<file path="src/rtl/dec_chsel_if.sv">
// Command-decoder pin bundle: envelope input, permit switches,
// channel drive, command strobe/data and status LEDs.
//   master: drives DEC_IN, SW_IN; observes every decoder output
//   slave : the decoder; samples DEC_IN, SW_IN; drives the rest
interface dec_chsel_if #(
    parameter int N_CH       = 2,
    parameter int FRAME_BITS = 4
);
    logic                  DEC_IN;
    logic [N_CH-1:0]       SW_IN;
    logic [N_CH-1:0]       CH_EN;
    logic                  ED_EN;
    logic                  CMD_VALID;
    logic [FRAME_BITS-1:0] CMD_DATA;
    logic                  LED_ACT;
    logic                  LED_ERR;

    modport master (
        output DEC_IN, SW_IN,
        input  CH_EN, ED_EN, CMD_VALID, CMD_DATA, LED_ACT, LED_ERR
    );

    modport slave (
        input  DEC_IN, SW_IN,
        output CH_EN, ED_EN, CMD_VALID, CMD_DATA, LED_ACT, LED_ERR
    );
endinterface

</file>
<file path="src/rtl/dec_chsel.sv">
// Envelope pulse-width command decoder driving a one-hot channel select.
// Ports: CLKA, RSTN (async active-low), bus (dec_chsel_if.slave).
module dec_chsel #(
    parameter int N_CH       = 2,
    parameter int FRAME_BITS = 4,
    parameter int CNT_W      = 12,
    parameter int GLITCH     = 3,
    parameter int MIN_ON     = 50,
    parameter int THRESH     = 400,
    parameter int MAX_ON     = 1000,
    parameter int GAP_MAX    = 2000
) (
    input logic        CLKA,
    input logic        RSTN,
    dec_chsel_if.slave bus
);
    localparam int IDX_W = (N_CH > 1) ? $clog2(N_CH) : 1;
    localparam int BC_W  = $clog2(FRAME_BITS + 1);
    localparam int GF_W  = $clog2(GLITCH + 1);

    localparam logic [CNT_W-1:0] C_MIN  = CNT_W'(MIN_ON);
    localparam logic [CNT_W-1:0] C_THR  = CNT_W'(THRESH);
    localparam logic [CNT_W-1:0] C_MAX  = CNT_W'(MAX_ON);
    localparam logic [CNT_W-1:0] C_GAP1 = CNT_W'(GAP_MAX - 1);
    localparam logic [BC_W-1:0]  BC_FULL = BC_W'(FRAME_BITS);
    localparam logic [GF_W-1:0]  GF_LAST = GF_W'(GLITCH - 1);

    typedef enum logic [1:0] {
        S_IDLE,
        S_HIGH,
        S_LOW,
        S_ERR
    } state_t;

    logic                  dec_s1, dec_s2;
    logic [N_CH-1:0]       sw_s1, sw_s2;
    logic                  dec_f, dec_fd;
    logic [GF_W-1:0]       glt_cnt;
    logic [CNT_W-1:0]      cnt;
    state_t                state;
    logic [BC_W-1:0]       bit_cnt;
    logic [FRAME_BITS-1:0] shreg;
    logic [N_CH-1:0]       ch_en;
    logic                  ed_en;
    logic                  cmd_valid;
    logic [FRAME_BITS-1:0] cmd_data;
    logic                  led_err;

    logic                  rise, fall;
    logic                  w_bad, sym;
    logic                  bc_full, gap_hit;
    logic                  en_bit, idx_ok;
    logic [IDX_W-1:0]      idx;
    logic [N_CH-1:0]       sel_oh;

    assign rise    = dec_f & ~dec_fd;
    assign fall    = ~dec_f & dec_fd;
    // a saturated count is always treated as an over-long pulse
    assign w_bad   = (cnt < C_MIN) || (cnt > C_MAX) || (cnt == '1);
    assign sym     = (cnt >= C_THR);
    assign bc_full = (bit_cnt == BC_FULL);
    // true on the edge at which the low count reaches GAP_MAX
    assign gap_hit = (cnt == C_GAP1);
    assign en_bit  = shreg[FRAME_BITS-1];
    assign idx     = shreg[IDX_W-1:0];
    assign idx_ok  = (32'(idx) < N_CH) && sw_s2[idx];
    assign sel_oh  = N_CH'(1) << idx;

    assign bus.CH_EN     = ch_en;
    assign bus.ED_EN     = ed_en;
    assign bus.CMD_VALID = cmd_valid;
    assign bus.CMD_DATA  = cmd_data;
    assign bus.LED_ACT   = |ch_en;
    assign bus.LED_ERR   = led_err;

    // synchronisers, glitch filter and width counter
    always_ff @(posedge CLKA or negedge RSTN) begin
        if (!RSTN) begin
            dec_s1  <= 1'b0;
            dec_s2  <= 1'b0;
            sw_s1   <= '0;
            sw_s2   <= '0;
            dec_f   <= 1'b0;
            dec_fd  <= 1'b0;
            glt_cnt <= '0;
            cnt     <= '0;
        end else begin
            dec_s1 <= bus.DEC_IN;
            dec_s2 <= dec_s1;
            sw_s1  <= bus.SW_IN;
            sw_s2  <= sw_s1;
            dec_fd <= dec_f;
            if (dec_s2 != dec_f) begin
                if (glt_cnt == GF_LAST) begin
                    dec_f   <= dec_s2;
                    glt_cnt <= '0;
                end else begin
                    glt_cnt <= glt_cnt + 1'b1;
                end
            end else begin
                glt_cnt <= '0;
            end
            if (rise || fall) begin
                cnt <= CNT_W'(1);
            end else if (cnt != '1) begin
                cnt <= cnt + 1'b1;
            end
        end
    end

    // frame FSM and command outputs
    always_ff @(posedge CLKA or negedge RSTN) begin
        if (!RSTN) begin
            state     <= S_IDLE;
            bit_cnt   <= '0;
            shreg     <= '0;
            ch_en     <= '0;
            ed_en     <= 1'b0;
            cmd_valid <= 1'b0;
            cmd_data  <= '0;
            led_err   <= 1'b0;
        end else begin
            ed_en     <= |sw_s2;
            cmd_valid <= 1'b0;
            // permit drop; a frame for another channel may still override
            if (|(ch_en & ~sw_s2)) begin
                ch_en <= '0;
            end
            if (!ed_en) begin
                state   <= S_IDLE;
                bit_cnt <= '0;
                shreg   <= '0;
            end else begin
                unique case (state)
                    S_IDLE: begin
                        if (rise) begin
                            state   <= S_HIGH;
                            bit_cnt <= '0;
                        end
                    end
                    S_HIGH: begin
                        if (fall) begin
                            if (w_bad) begin
                                state   <= S_ERR;
                                led_err <= 1'b1;
                            end else begin
                                shreg   <= {shreg[FRAME_BITS-2:0], sym};
                                bit_cnt <= bit_cnt + 1'b1;
                                state   <= S_LOW;
                            end
                        end
                    end
                    S_LOW: begin
                        if (rise) begin
                            if (bc_full) begin
                                state   <= S_ERR;
                                led_err <= 1'b1;
                            end else begin
                                state <= S_HIGH;
                            end
                        end else if (gap_hit) begin
                            if (!bc_full) begin
                                state   <= S_ERR;
                                led_err <= 1'b1;
                            end else begin
                                state <= S_IDLE;
                                if (!en_bit || idx_ok) begin
                                    ch_en     <= en_bit ? sel_oh : '0;
                                    cmd_valid <= 1'b1;
                                    cmd_data  <= shreg;
                                    led_err   <= 1'b0;
                                end else begin
                                    led_err <= 1'b1;
                                end
                            end
                        end
                    end
                    S_ERR: begin
                        if (!dec_f && !fall && cnt >= C_GAP1) begin
                            state <= S_IDLE;
                        end
                    end
                    default: state <= S_IDLE;
                endcase
            end
        end
    end
endmodule

</file>
<file path="src/flat_wrapper.sv">
// flat-port wrapper written by rule: the top's interface ports become plain ports
module dec_chsel_flat 
#(
    parameter int N_CH       = 2,
    parameter int FRAME_BITS = 4,
    parameter int CNT_W      = 12,
    parameter int GLITCH     = 3,
    parameter int MIN_ON     = 50,
    parameter int THRESH     = 400,
    parameter int MAX_ON     = 1000,
    parameter int GAP_MAX    = 2000
)
  (CLKA, RSTN, bus_DEC_IN, bus_SW_IN, bus_CH_EN, bus_ED_EN, bus_CMD_VALID, bus_CMD_DATA, bus_LED_ACT, bus_LED_ERR);
  dec_chsel_if #(.N_CH(N_CH), .FRAME_BITS(FRAME_BITS)) bus_i ();
  input logic CLKA;
  input logic RSTN;
  input wire logic [$bits(bus_i.DEC_IN)-1:0] bus_DEC_IN;
  input wire logic [$bits(bus_i.SW_IN)-1:0] bus_SW_IN;
  output wire logic [$bits(bus_i.CH_EN)-1:0] bus_CH_EN;
  output wire logic [$bits(bus_i.ED_EN)-1:0] bus_ED_EN;
  output wire logic [$bits(bus_i.CMD_VALID)-1:0] bus_CMD_VALID;
  output wire logic [$bits(bus_i.CMD_DATA)-1:0] bus_CMD_DATA;
  output wire logic [$bits(bus_i.LED_ACT)-1:0] bus_LED_ACT;
  output wire logic [$bits(bus_i.LED_ERR)-1:0] bus_LED_ERR;
  assign bus_i.DEC_IN = bus_DEC_IN;
  assign bus_i.SW_IN = bus_SW_IN;
  assign bus_CH_EN = bus_i.CH_EN;
  assign bus_ED_EN = bus_i.ED_EN;
  assign bus_CMD_VALID = bus_i.CMD_VALID;
  assign bus_CMD_DATA = bus_i.CMD_DATA;
  assign bus_LED_ACT = bus_i.LED_ACT;
  assign bus_LED_ERR = bus_i.LED_ERR;
  dec_chsel #(.N_CH(N_CH), .FRAME_BITS(FRAME_BITS), .CNT_W(CNT_W), .GLITCH(GLITCH), .MIN_ON(MIN_ON), .THRESH(THRESH), .MAX_ON(MAX_ON), .GAP_MAX(GAP_MAX)) u_core (.CLKA(CLKA), .RSTN(RSTN), .bus(bus_i));
endmodule
</file>
<file path="config.mk">
export PLATFORM = sky130hd
export DESIGN_NAME = dec_chsel_flat
export DESIGN_NICKNAME = d
export VERILOG_FILES = /design/src/rtl/dec_chsel_if.sv /design/src/rtl/dec_chsel.sv /design/src/flat_wrapper.sv
export SDC_FILE = /design/constraint.sdc
export NUM_CORES = 1
export LEC_CHECK = 0
export ABC_AREA = 1
export CAP_MARGIN = 20
export CORE_MARGIN = 2
export CORE_UTILIZATION = 52
export CTS_CLUSTER_SIZE = 30
export DETAILED_ROUTE_END_ITERATION = 7
export GPL_TIMING_DRIVEN = 0
export PLACE_DENSITY = 0.77
export SYNTH_ARGS = -nofsm -noshare
export SYNTH_HDL_FRONTEND = slang
export SYNTH_SLANG_ARGS = --single-unit
</file>
<file path="constraint.sdc">
create_clock -name CLKA -period 1.7 [get_ports CLKA]
set_input_delay 0.51 -clock CLKA [delete_from_list [all_inputs] [get_ports CLKA]]
set_output_delay 0.51 -clock CLKA [all_outputs]
set_load 0.01 [all_outputs]
</file>
==> results.ini <==
[global_routing]
grt_antenna_before_repair=0
grt_first_pass_wirelength_mm=7.42
grt_pass1_vias=1785
grt_overflow_total=0
grt.total_usage_pct=21.3
grt_max_degree=41

[sta]
layout_setup_ws_ns=-0.00171
finalHoldViolCount=0
worst_pin_slew_ns=0.859
fin_crit_ns=1.70
relSlewSlack_pct=42.7
skew_ns=0.00796
setup_violations=1
post-route-period-util_pct=100
rsz0062_at_grt=true
report.final.slew_viol_count=0
max_freq_mhz=588

[layout]
final_nets=316
syn_to_final_growth_pct=21.1
diodes=0
seq_area_um2=1000
multi_input_area_um2=1070
final_area_um2=2600
drive_gt1_share_pct=15.4
fillers=345

[power_and_ir_drop]
combPwrFrac_pct=39.1
seqPwrFrac_pct=39.3
p_sw_share_pct=37.6
p_per_area_nw_per_um2=1190
power.switching_mw=1.16
ir_drop_mv=0.675
clockPowerShare_pct=21.7
p_leak_nw=1.39
p_int_mw=1.93

[yosys]
yosys.area.top_type=dfrtp_1
post-synth-top-count-cell=nand2_1
synth_warnings=0
synth_commonest_cells=nand2_1, dfrtp_1, inv_1
synth_edf_count=0
synth-seq-cells=40
synth.top_cells.by_area=dfrtp_1, nand2_1, ha_1, inv_1, nand3_1
synth_area_um2=2150
synth_top_area_share_pct=46.6
synth_nets=285
synth_flop_cell=dfrtp_1
syn_avg_cell_area_um2=8.05
synth_async_sr_flop_share_pct=100
synth_seq_area_share_pct=46.6
synthCells=267
ys_types=30

[die]
core_um2=4000
num_rows=23
start_util_pct=53.7
dieArea_um2=4660
die_x_um=68.3
io_pins=15
fp.dieH_um=68.3

[clock_tree]
clock_latency_ns=0.29
htree_levels=2
cts_num_sinks=40
tritoncts=done
max-clock-path-buffers=2
clockRootBuffer=clkbuf_8
cts-hold-fix-buffers=0
numCtsBuffers=5
cts.clk_slew.worst_paths_ns=0.07

[run_status]
status=finished with violations
violations=setup timing

[critical_path]
rrSetupSlack_ns=-0.002
required_ns=1.87
rr_startpoint=u_core.state[0]
worst_setup_path_end_kind=flip-flop
crit_path_end=u_core.bus.CMD_DATA[0]
crit_fanout=7
startpoint=u_core.state[0]
r2r_cells=9
crit_path_start_kind=flip-flop
r2r_end=u_core.bus.CMD_DATA[0]
path_class=reg2reg
worstPathArrival_ns=1.87

[route]
wl_met1_mm=1.86
vias=1835
highest_layer=met4
drc=0
dr_wl_met2_mm=2.27
wl_met3_um=183
drt_iter0_drc=115
viasPerCell=5.27
ant_nets=0
wirelength_mm=4.39
wire_per_inst_um=12.6
drtPass1Iterations=4

[placed_design]
preCtsSetupSlack_ns=-0.167
dpl.hpwl_mm=3.05
port_buffers=14
postPlaceCellArea_um2=2350
gp_congestion=0.911

[job]
cap_violations=0

[hold_path]
min_path_type=in2async

-- registers in the layout (all words and copies together), names as in the netlist --
name,cells
u_core.bus.CMD_DATA,4
u_core.state,2
u_core.sw_s2,2
u_core.dec_s1,1
u_core.bus.ED_EN,1
u_core.shreg,4
u_core.bus.LED_ERR,1
u_core.cnt,12
u_core.dec_fd,1
u_core.dec_s2,1
u_core.bit_cnt,3
u_core.glt_cnt,2
u_core.sw_s1,2
u_core.bus.CMD_VALID,1
u_core.dec_f,1
u_core.bus.CH_EN,2
-- how the worst min path moves through the flow --
stage	from	to	slack, ns	depth (start not counted)
global route	u_core.dec_s1	u_core.dec_s2	0.36	0
CTS	u_core.dec_s1	u_core.dec_s2	0.35	0
floorplan	RSTN	u_core.bit_cnt[0]	0.21	0
global placement	u_core.dec_s1	u_core.dec_s2	0.33	0
finish	RSTN	u_core.cnt[1]	0.33	1
detailed placement	u_core.dec_s1	u_core.dec_s2	0.34	0
-- placed cells by master (no fill, tap or decap), types with 2 or more instances in the layout --
master           instances
nor2_2                   2
nand3_1                 21
buf_4                   10
buf_2                    2
nand4_1                  6
clkdlybuf4s50_1          4
nand2_1                 68
xnor2_1                  2
ha_1                     8
inv_2                    3
o21ai_0                  7
nor2_1                  25
nor3_1                   6
ha_2                     2
dlygate4sd2_1            2
ha_4                     3
clkbuf_1                 2
a21oi_1                 12
dlymetal6s2s_1           6
nand2_2                  4
dfrtp_1                 39
clkbuf_8                 7
or2_2                    2
inv_1                   33
o21ai_1                  3
-- area by class of cell --
class,count,area share [%]
multi-input cells,188,41.3
flip-flops and latches,40,38.5
repair buffers,24,8.37
inverters,37,5.44
clock buffers,7,3.70
well taps,50,2.41
plain buffers,2,0.289
-- cells by family (layout without fill, tap and decap cells) --
kind of cell	Yosys count	in the layout	share of synthesized area (%)
flops	40	40	46.6
buf+inv	39	70	6.81
simple gates	142	142	29.8
xor+xnor	3	3	1.22
compound gates	30	30	7.98
fa+ha+maj	13	13	7.57
-- metrics by stage --
| stage | cells | util, % | TNS (ns) | power [mW] | hold WS (ns) |
|---|---|---|---|---|---|
| floorplan | 267 | - | 0 | 1.93 | 0.214 |
| detailed placement | 331 | 58.6 | -1.35 | 2.22 | 0.336 |
| global route | 348 | 65.0 | -0.516 | 3.33 | 0.365 |
| CTS | 345 | 62.5 | 0 | 2.96 | 0.353 |
| finish | 348 | 65.0 | -0.00171 | 3.09 | 0.330 |
| global placement | 331 | 58.8 | -34.53 | 2.17 | 0.333 |
-- layer usage --
metal,track usage (%),vias to the layer above
li1,-,924
met1,25.3,854
met2,38.6,48
met3,3.95,9
met4,6.75,0
met5,0,-
-- critical path, cell delays in order (launching register included) --
cell and delay [ns]:
dfrtp_1 0.44, inv_2 0.10, ha_4 0.15, inv_4 0.04
nor2_4 0.14, nand3_4 0.10, nor3_4 0.32, inv_2 0.13
nand2_1 0.09, o21ai_1 0.07
-- power groups by stage --
stage | registers [mW] | logic (mW) | clock network (mW)
after detailed placement | 1.22 | 1.00 | 0
after floorplan | 1.20 | 0.728 | 0
after CTS | 1.20 | 1.08 | 0.682
final | 1.22 | 1.21 | 0.670
after global routing | 1.24 | 1.38 | 0.716
after global placement | 1.22 | 0.956 | 0
-- what timing repair did --
item                                    CTS  global route
pin swaps                                 1             6
resized for setup                        12            23
setup buffers                             7             3
endpoints found under the setup margin   17            25
Power figures use the tool's default switching activity.
